==> src/rtl/reg_file_mp.sv <==
// reg_file_mp: naiveCPU register file (R0-R7, IH, SP, RA, T flag) with 3 read ports, 1 write port and a debug scan stream.
// Optional write-to-read forwarding is enabled by defining REGFILE_BYPASS_EN.
module reg_file_mp #(
  parameter int DATA_W   = 16,
  parameter int ADDR_W   = 4,
  parameter int NUM_REGS = 11
) (
  input  logic              clk,
  input  logic              rst,
  input  logic [ADDR_W-1:0] rd_idx_s,
  input  logic [ADDR_W-1:0] rd_idx_t,
  input  logic [ADDR_W-1:0] rd_idx_m,
  output logic [DATA_W-1:0] rd_data_s,
  output logic [DATA_W-1:0] rd_data_t,
  output logic [DATA_W-1:0] rd_data_m,
  input  logic              we_n,
  input  logic [ADDR_W-1:0] wr_idx,
  input  logic [DATA_W-1:0] wr_data,
  input  logic              t_we_n,
  input  logic              t_in,
  output logic              t_out,
  input  logic              dbg_start,
  output logic              dbg_valid,
  input  logic              dbg_ready,
  output logic [ADDR_W-1:0] dbg_idx,
  output logic [DATA_W-1:0] dbg_data,
  output logic              dbg_t,
  output logic              dbg_done
);
  typedef enum logic [1:0] {IDLE, SCAN, DONE} scanState_t;
  scanState_t state, nextState;
  logic [DATA_W-1:0] regs [NUM_REGS];
  logic tFlag;
  logic accept;
  logic lastBeat;

  function automatic logic inRange(input logic [ADDR_W-1:0] idx);
    return 32'(idx) < NUM_REGS;
  endfunction

  function automatic logic [DATA_W-1:0] stored(input logic [ADDR_W-1:0] idx);
    return inRange(idx) ? regs[idx] : '0;
  endfunction

`ifdef REGFILE_BYPASS_EN
  function automatic logic [DATA_W-1:0] readPort(input logic [ADDR_W-1:0] idx);
    return (!we_n && idx == wr_idx && inRange(wr_idx)) ? wr_data : stored(idx);
  endfunction
  assign t_out = t_we_n ? tFlag : t_in;
`else
  function automatic logic [DATA_W-1:0] readPort(input logic [ADDR_W-1:0] idx);
    return stored(idx);
  endfunction
  assign t_out = tFlag;
`endif

  assign accept   = dbg_valid && dbg_ready;
  assign lastBeat = 32'(dbg_idx) == NUM_REGS - 1;

  // combinational read ports; the scan stream always sees stored values
  always_comb begin
    rd_data_s = readPort(rd_idx_s);
    rd_data_t = readPort(rd_idx_t);
    rd_data_m = readPort(rd_idx_m);
    dbg_data  = stored(dbg_idx);
    dbg_t     = tFlag;
  end

  // register array write; out-of-range indices are silently dropped
  always_ff @(posedge clk or negedge rst) begin
    if (!rst) begin
      for (int i = 0; i < NUM_REGS; i++) regs[i] <= '0;
    end else if (!we_n && inRange(wr_idx)) begin
      regs[wr_idx] <= wr_data;
    end
  end

  // T flag write, independent of the register write port
  always_ff @(posedge clk or negedge rst) begin
    if (!rst) tFlag <= 1'b0;
    else if (!t_we_n) tFlag <= t_in;
  end

  // scan state register
  always_ff @(posedge clk or negedge rst) begin
    if (!rst) state <= IDLE;
    else state <= nextState;
  end

  // scan next-state: start only from IDLE, finish after the last accepted beat
  always_comb begin
    nextState = (state == IDLE && dbg_start)         ? SCAN :
                (state == SCAN && accept && lastBeat) ? DONE :
                (state == DONE)                       ? IDLE : state;
  end

  // scan outputs decoded from state
  always_comb begin
    dbg_valid = state == SCAN;
    dbg_done  = state == DONE;
  end

  // scan index: cleared on start, advanced on each accepted beat
  always_ff @(posedge clk or negedge rst) begin
    if (!rst) dbg_idx <= '0;
    else if (state == IDLE && dbg_start) dbg_idx <= '0;
    else if (accept) dbg_idx <= dbg_idx + 1'b1;
  end
endmodule

==> config.mk <==
export PLATFORM = sky130hd
export DESIGN_NAME = reg_file_mp
export DESIGN_NICKNAME = d
export VERILOG_FILES = /design/src/rtl/reg_file_mp.sv
export SDC_FILE = /design/constraint.sdc
export NUM_CORES = 1
export LEC_CHECK = 0
export CAP_MARGIN = 15
export CORE_MARGIN = 5
export CORE_UTILIZATION = 25
export DETAILED_ROUTE_END_ITERATION = 8
export PLACE_DENSITY_LB_ADDON = 0.2
export SLEW_MARGIN = 0
export SYNTH_ARGS = -nofsm -noshare
export SYNTH_HDL_FRONTEND = slang
export SYNTH_SLANG_ARGS = --single-unit
export TNS_END_PERCENT = 5
==> constraint.sdc <==
create_clock -name clk -period 2.2 [get_ports clk]
set_input_delay 0.22 -clock clk [delete_from_list [all_inputs] [get_ports clk]]
set_output_delay 0.22 -clock clk [all_outputs]
set_load 0.02 [all_outputs]
# --- Word level (Yosys, flattened, before mapping) ---
# Index checks and enable logic that the tools add are counted.
totals:
  register_bits: 183
  latchBits: 0
  ramBits: 0
  mem_bits_ro: 0
  in_bits: 39
  out_inout_bits: 72
  elab_cells: 68
  memories: 0
op_classes:
  add_sub_neg: 1
  multipliers: 0
  div_mod_pow: 0
  n_lt_le_gt_ge: 11
  n_eq_ne: 3
  shift: 0
  muxes: 24
  n_bitwise: 5
  reduce_logical: 10
op_table:
  columns: ["cell", "count"]
  rows:
  - ["binary-select mux 16 bit (select 4 bit)", 4]
  - ["two-way mux 16 bit", 13]
  - ["bitwise mux 176 bit", 1]
  - ["demux 16 bit (select 4 bit)", 1]
  - ["greater-or-equal comparator 5 bit, second input constant", 5]
  - ["NOT 4 -> 5 bit", 5]
  - ["< comparator 4 bit, second input constant", 5]
  - ["two-way mux 4 bit", 2]
  - ["logical AND 1 bit", 6]
  - ["two-way mux 2 bit", 3]
  - ["< comparator 5 x 1 -> 1 bit, second input constant", 1]
  - ["adder 4 x 1 -> 4 bit, second input constant", 1]
  - ["equality test 4 bit, second input constant", 1]
  - ["nonzero test 3 bit", 1]
  - ["equality test 2 x 1 -> 1 bit, second input constant", 1]
  - ["equality test 2 bit, second input constant", 1]
  - ["logical NOT 2 bit", 1]
  - ["nonzero test 2 bit", 1]
  - ["logical NOT 1 bit", 1]

# --- Longest topological paths before layout ---
depth:
  ltp_word: 6
  depth_mapped: 7
  ltp_nobuf: 5

# --- Worst setup path before layout ---
# OpenSTA, ideal clock, no wires.
synth_timing:
  kind: "register to output"
  start: "reg dbg_idx[1]"
  end: "out dbg_data[12]"
  arrival_ns: 1.786
  required_time_ns: 1.980
  path_slack_ns: 0.194
  path_stages_with_launch: 7
  n_path_buf: 3
  cell_sequence: "dfrtp_1 > buf_2 > and2_1 > clkbuf_1 > buf_2 > a221o_1 > o2bb2ai_1"
synth_via:
  elab_chain_len: 5
  elab_cells_between_ends: 6
  classes_between: "order compare: 1; mux: 4; bitwise: 1"
synth_rtl:
  columns: ["item", "line", "rtl"]
  rows:
  - ["start, declared", "25", "output logic [ADDR_W-1:0] dbg_idx,"]
  - ["start signal, assigned", "107", "else if (accept) dbg_idx <= dbg_idx + 1'b1;"]
  - ["NOT 4 -> 5 bit (implied by the code)", "42", "return inRange(idx) ? regs[idx] : '0;"]
  - ["binary-select mux 16 bit (select 4 bit)", "42", null]
  - ["two-way mux 16 bit (implied by the code) (2 in series)", "42", null]
  - ["two-way mux 16 bit (*)", "42", null]
  - ["end, declared", "26", "output logic [DATA_W-1:0] dbg_data,"]
# Every way passes the cells marked *; elsewhere a longest branch is shown, timed or not. The select of a mux whose other input is x is not followed.

# --- Final worst setup path ---
layout_timing:
  start: "reg dbg_idx[0]"
  end: "out dbg_data[9]"
# Same word-level chain as after synthesis.

==> results.py <==
metrics = {
    "grt": {
        "grtUsageTotal_pct": 18.86,
        "grt_pass1_wl_mm": 78.83,
        "grt_start_max_net_pins": 56,
        "grt_pass1_vias": 10770,
        "grt_overflow": 0,
        "antenna_found_initial": 5,
    },
    "die": {
        "die_w_um": 239.0,
        "initial_core_util_pct": 25.11,
        "die_h_um": 239.0,
        "dieArea_mm2": 0.05714,
        "core_mm2": 0.05224,
        "num_rows": 84,
        "io_pins": 111,
    },
    "placed_design": {
        "hpwlAfterDp_mm": 38.07,
        "portBuffers": 110,
        "place_inst": 1875,
        "place.gp.congestion": 0.8659,
        "post-place-ws_ns": -0.5477,
    },
    "layout": {
        "nets": 1277,
        "layoutNonFillerInstCount": 1940,
        "area_delta_synth_final_pct": 31.11,
        "drive_gt1_share_pct": 47.00,
    },
    "timing": {
        "setup_viol": 19,
        "hold_violations": 0,
        "maxSlewViolCount": 0,
        "fin_crit_ns": 2.518,
        "relSlewSlack_pct": 55.94,
        "fin_ws_ns": -0.3178,
        "worstMarginPinSlew_ns": 0.6596,
        "post-route-period-util_pct": 114.4,
        "clock_skew_ns": 0.001900,
        "clock.fmax_mhz": 397.2,
        "rsz0062_at_grt": "true",
    },
    "clock_tree": {
        "clk_pin_slew_ns": 0.07,
        "insertion_delay_ns": 0.45,
        "h-tree-depth": 4,
        "clock_tree.buffer_depth": 2,
        "cts_tree": "done",
        "cts.sinks": 183,
        "cts_made_buffers": 17,
        "clock-root-buffer": "clkbuf_16",
    },
    "drt": {
        "vias_per_cell": 5.470,
        "wl_per_cell_um": 28.17,
        "vias": 10610,
        "drc": 0,
        "firstDrtPassIters": 6,
        "drtIter0Drc": 989,
        "detail_route.wirelength_mm": 54.64,
        "ant_nets": 0,
    },
    "synth": {
        "ys_seq_area_share_pct": 34.92,
        "syn_area_per_cell_um2": 12.33,
        "yosysUniqueCellTypes": 35,
        "syn_inst": 1064,
        "synthTopCellsByCount": "mux2i_1 (193), dfrtp_1 (183), mux2_2 (179), mux4_2 (64), o2bb2ai_1 (64)",
        "synth_top_area_share_pct": 34.92,
        "synth_fp_nets": 1105,
        "synth-seq-cells": 183,
        "synth-edff-count": 0,
        "syn-cell-area_mm2": 0.01311,
        "netlist.top_cell.by_area": "dfrtp_1",
        "yosysMostFrequentCell": "mux2i_1",
        "synthFlopType": "dfrtp_1",
        "async_flop_share_pct": 100.0,
        "synth.area.top_cells": "dfrtp_1 (35%), mux2_2 (15%), mux2i_1 (15%)",
        "synth_warnings": 0,
    },
    "worst_setup_path": {
        "critPathMaxFanout": 6,
        "required_ns": 1.98,
        "crit_arrival_ns": 2.30,
        "critical_path.endpoint_type": "output port",
        "worstSetupPathType": "flop to output port",
        "cp_top_family": "buffers and inverters",
        "max_stage_delay_ns": 0.50,
        "cp-start-kind": "flop",
        "slowest_stage": "dfrtp_4",
        "path_cells": "buf_12 -> buf_12 -> buf_6 -> buf_6 -> mux2i_1 -> a221o_1 -> o2bb2ai_2 -> buf_6",
        "cp_common_cell": "buf_6",
        "crit_buf_inv": 5,
    },
    "power": {
        "power.total_mw": 18.13,
        "power.density_mw_per_mm2": 1055,
        "peakVddDrop_uv": 610.5,
        "cellLeakagePower_nw": 7.375,
    },
    "outcome": {
        "failed_checks": "setup timing",
        "status": "complete, but fails checks",
    },
    "min_path": {
        "hold_path_class": "input pin to asynchronous set/reset pin",
    },
    "flow_run": {
        "maxCapViolCount": 0,
    },
}
report_power, final:
part           switching [mW]  leakage [nW]  total (mW)  internal, mW
registers                1.10          2.24        5.29          4.18
logic                    4.39          4.83        9.42          5.03
clock network            1.48         0.311        3.42          1.94
total                    6.98          7.37        18.1          11.2
per-stage QoR:
stage	hold slack, ns	utilization, %	setup TNS, ns	cell area, µm²
after global routing	0.2629	32.91	-5.695	17190
after detailed placement	0.1743	30.38	-24.96	15870
after floorplan	-0.07559	-	0	13110
final	0.2371	32.92	-3.965	17190
after global placement	0.1664	30.38	-24.42	15870
after CTS	0.2271	32.39	-4.294	16920
per-layer routing:
layer | GRT usage [%] | share of wire (%) | wire [µm]
met1 | 25.43 | 44 | 23790
met2 | 29.89 | 47 | 25430
met3 | 4.580 | 6.5 | 3553
met4 | 6.208 | 3.4 | 1852
met5 | 0 | 0.035 | 19
cells in the final DEF, fill, tap and decap left out, types with 3 or more instances in the layout:
cell type / netlist / layout
nor2_1: 24 / 12
inv_1: 6 / 6
clkinv_4: 0 / 5
nand2_1: 18 / 18
mux4_2: 64 / 64
a211oi_4: 0 / 3
bufinv_16: 0 / 4
buf_6: 15 / 27
buf_4: 13 / 113
clkbuf_16: 0 / 17
diode_2: 0 / 3
nand2_2: 9 / 9
nor2_2: 0 / 9
nor2b_2: 0 / 4
a221oi_1: 48 / 48
o21ai_0: 3 / 3
buf_12: 0 / 40
bufbuf_16: 0 / 4
a22o_4: 0 / 5
a221o_1: 16 / 16
a22o_1: 52 / 47
nand2b_4: 0 / 21
buf_2: 34 / 36
dfrtp_1: 183 / 177
clkdlybuf4s50_1: 0 / 37
nor2_4: 0 / 3
mux2i_1: 193 / 193
mux2_2: 179 / 179
o2bb2ai_1: 64 / 50
nand2b_1: 49 / 28
o2bb2ai_2: 0 / 13
dfrtp_2: 0 / 5
o22ai_1: 16 / 15
nor2b_4: 0 / 3
state kept, by name, summed over array words and instances (netlist names):
| register | count |
|---|---|
| regs | 176 |
| dbg_idx | 4 |
| state | 2 |
| dbg_t | 1 |
kinds of logic (layout without fill, tap and decap cells):
group	after synthesis	in the layout	synth area share, %
buffers and inverters	119	304	5.019
and+or+nand+nor	121	121	5.381
AOI/OAI and AO/OA	203	203	13.40
adders and majority gates	2	2	0.1908
muxes	436	436	41.09
other	0	3	0
DFF	183	183	34.92
area by class of cell:
cell class	instances	area (µm²)
Clock buffer	18	439.2
Multi-Input combinational cell	762	8304
Tap cell	688	860.8
Timing Repair Buffer	266	2771
Antenna cell	3	7.507
Clock inverter	14	198.9
Sequential cell	183	4589
Inverter	6	22.52
Fill cell	5206	35040
timing repair:
action                     4_1_cts  5_1_grt
buffers inserted                16        6
setup endpoints to repair       64       50
hold endpoints to repair        32        0
hold buffers                     1        0
pin swaps                       23        1
resized for setup              338       50
gates cloned                     7        0
path summary, 6_finish.rpt:
check / start / end / slack [ns] / cells after the start
worst max-delay path: dbg_idx[0] / dbg_data[9] / -0.32 / 8
worst min-delay path: rst / regs[63] / 0.24 / 2
worst max register to register: dbg_idx[0] / state[0] / 0.44 / 8
worst min register to register: dbg_t / dbg_t / 0.55 / 1
max in group asynchronous: rst / dbg_idx[0] / 1.22 / 3
min in group clk: dbg_start / state[0] / 0.33 / 3
(Power assumes the default switching activity.)
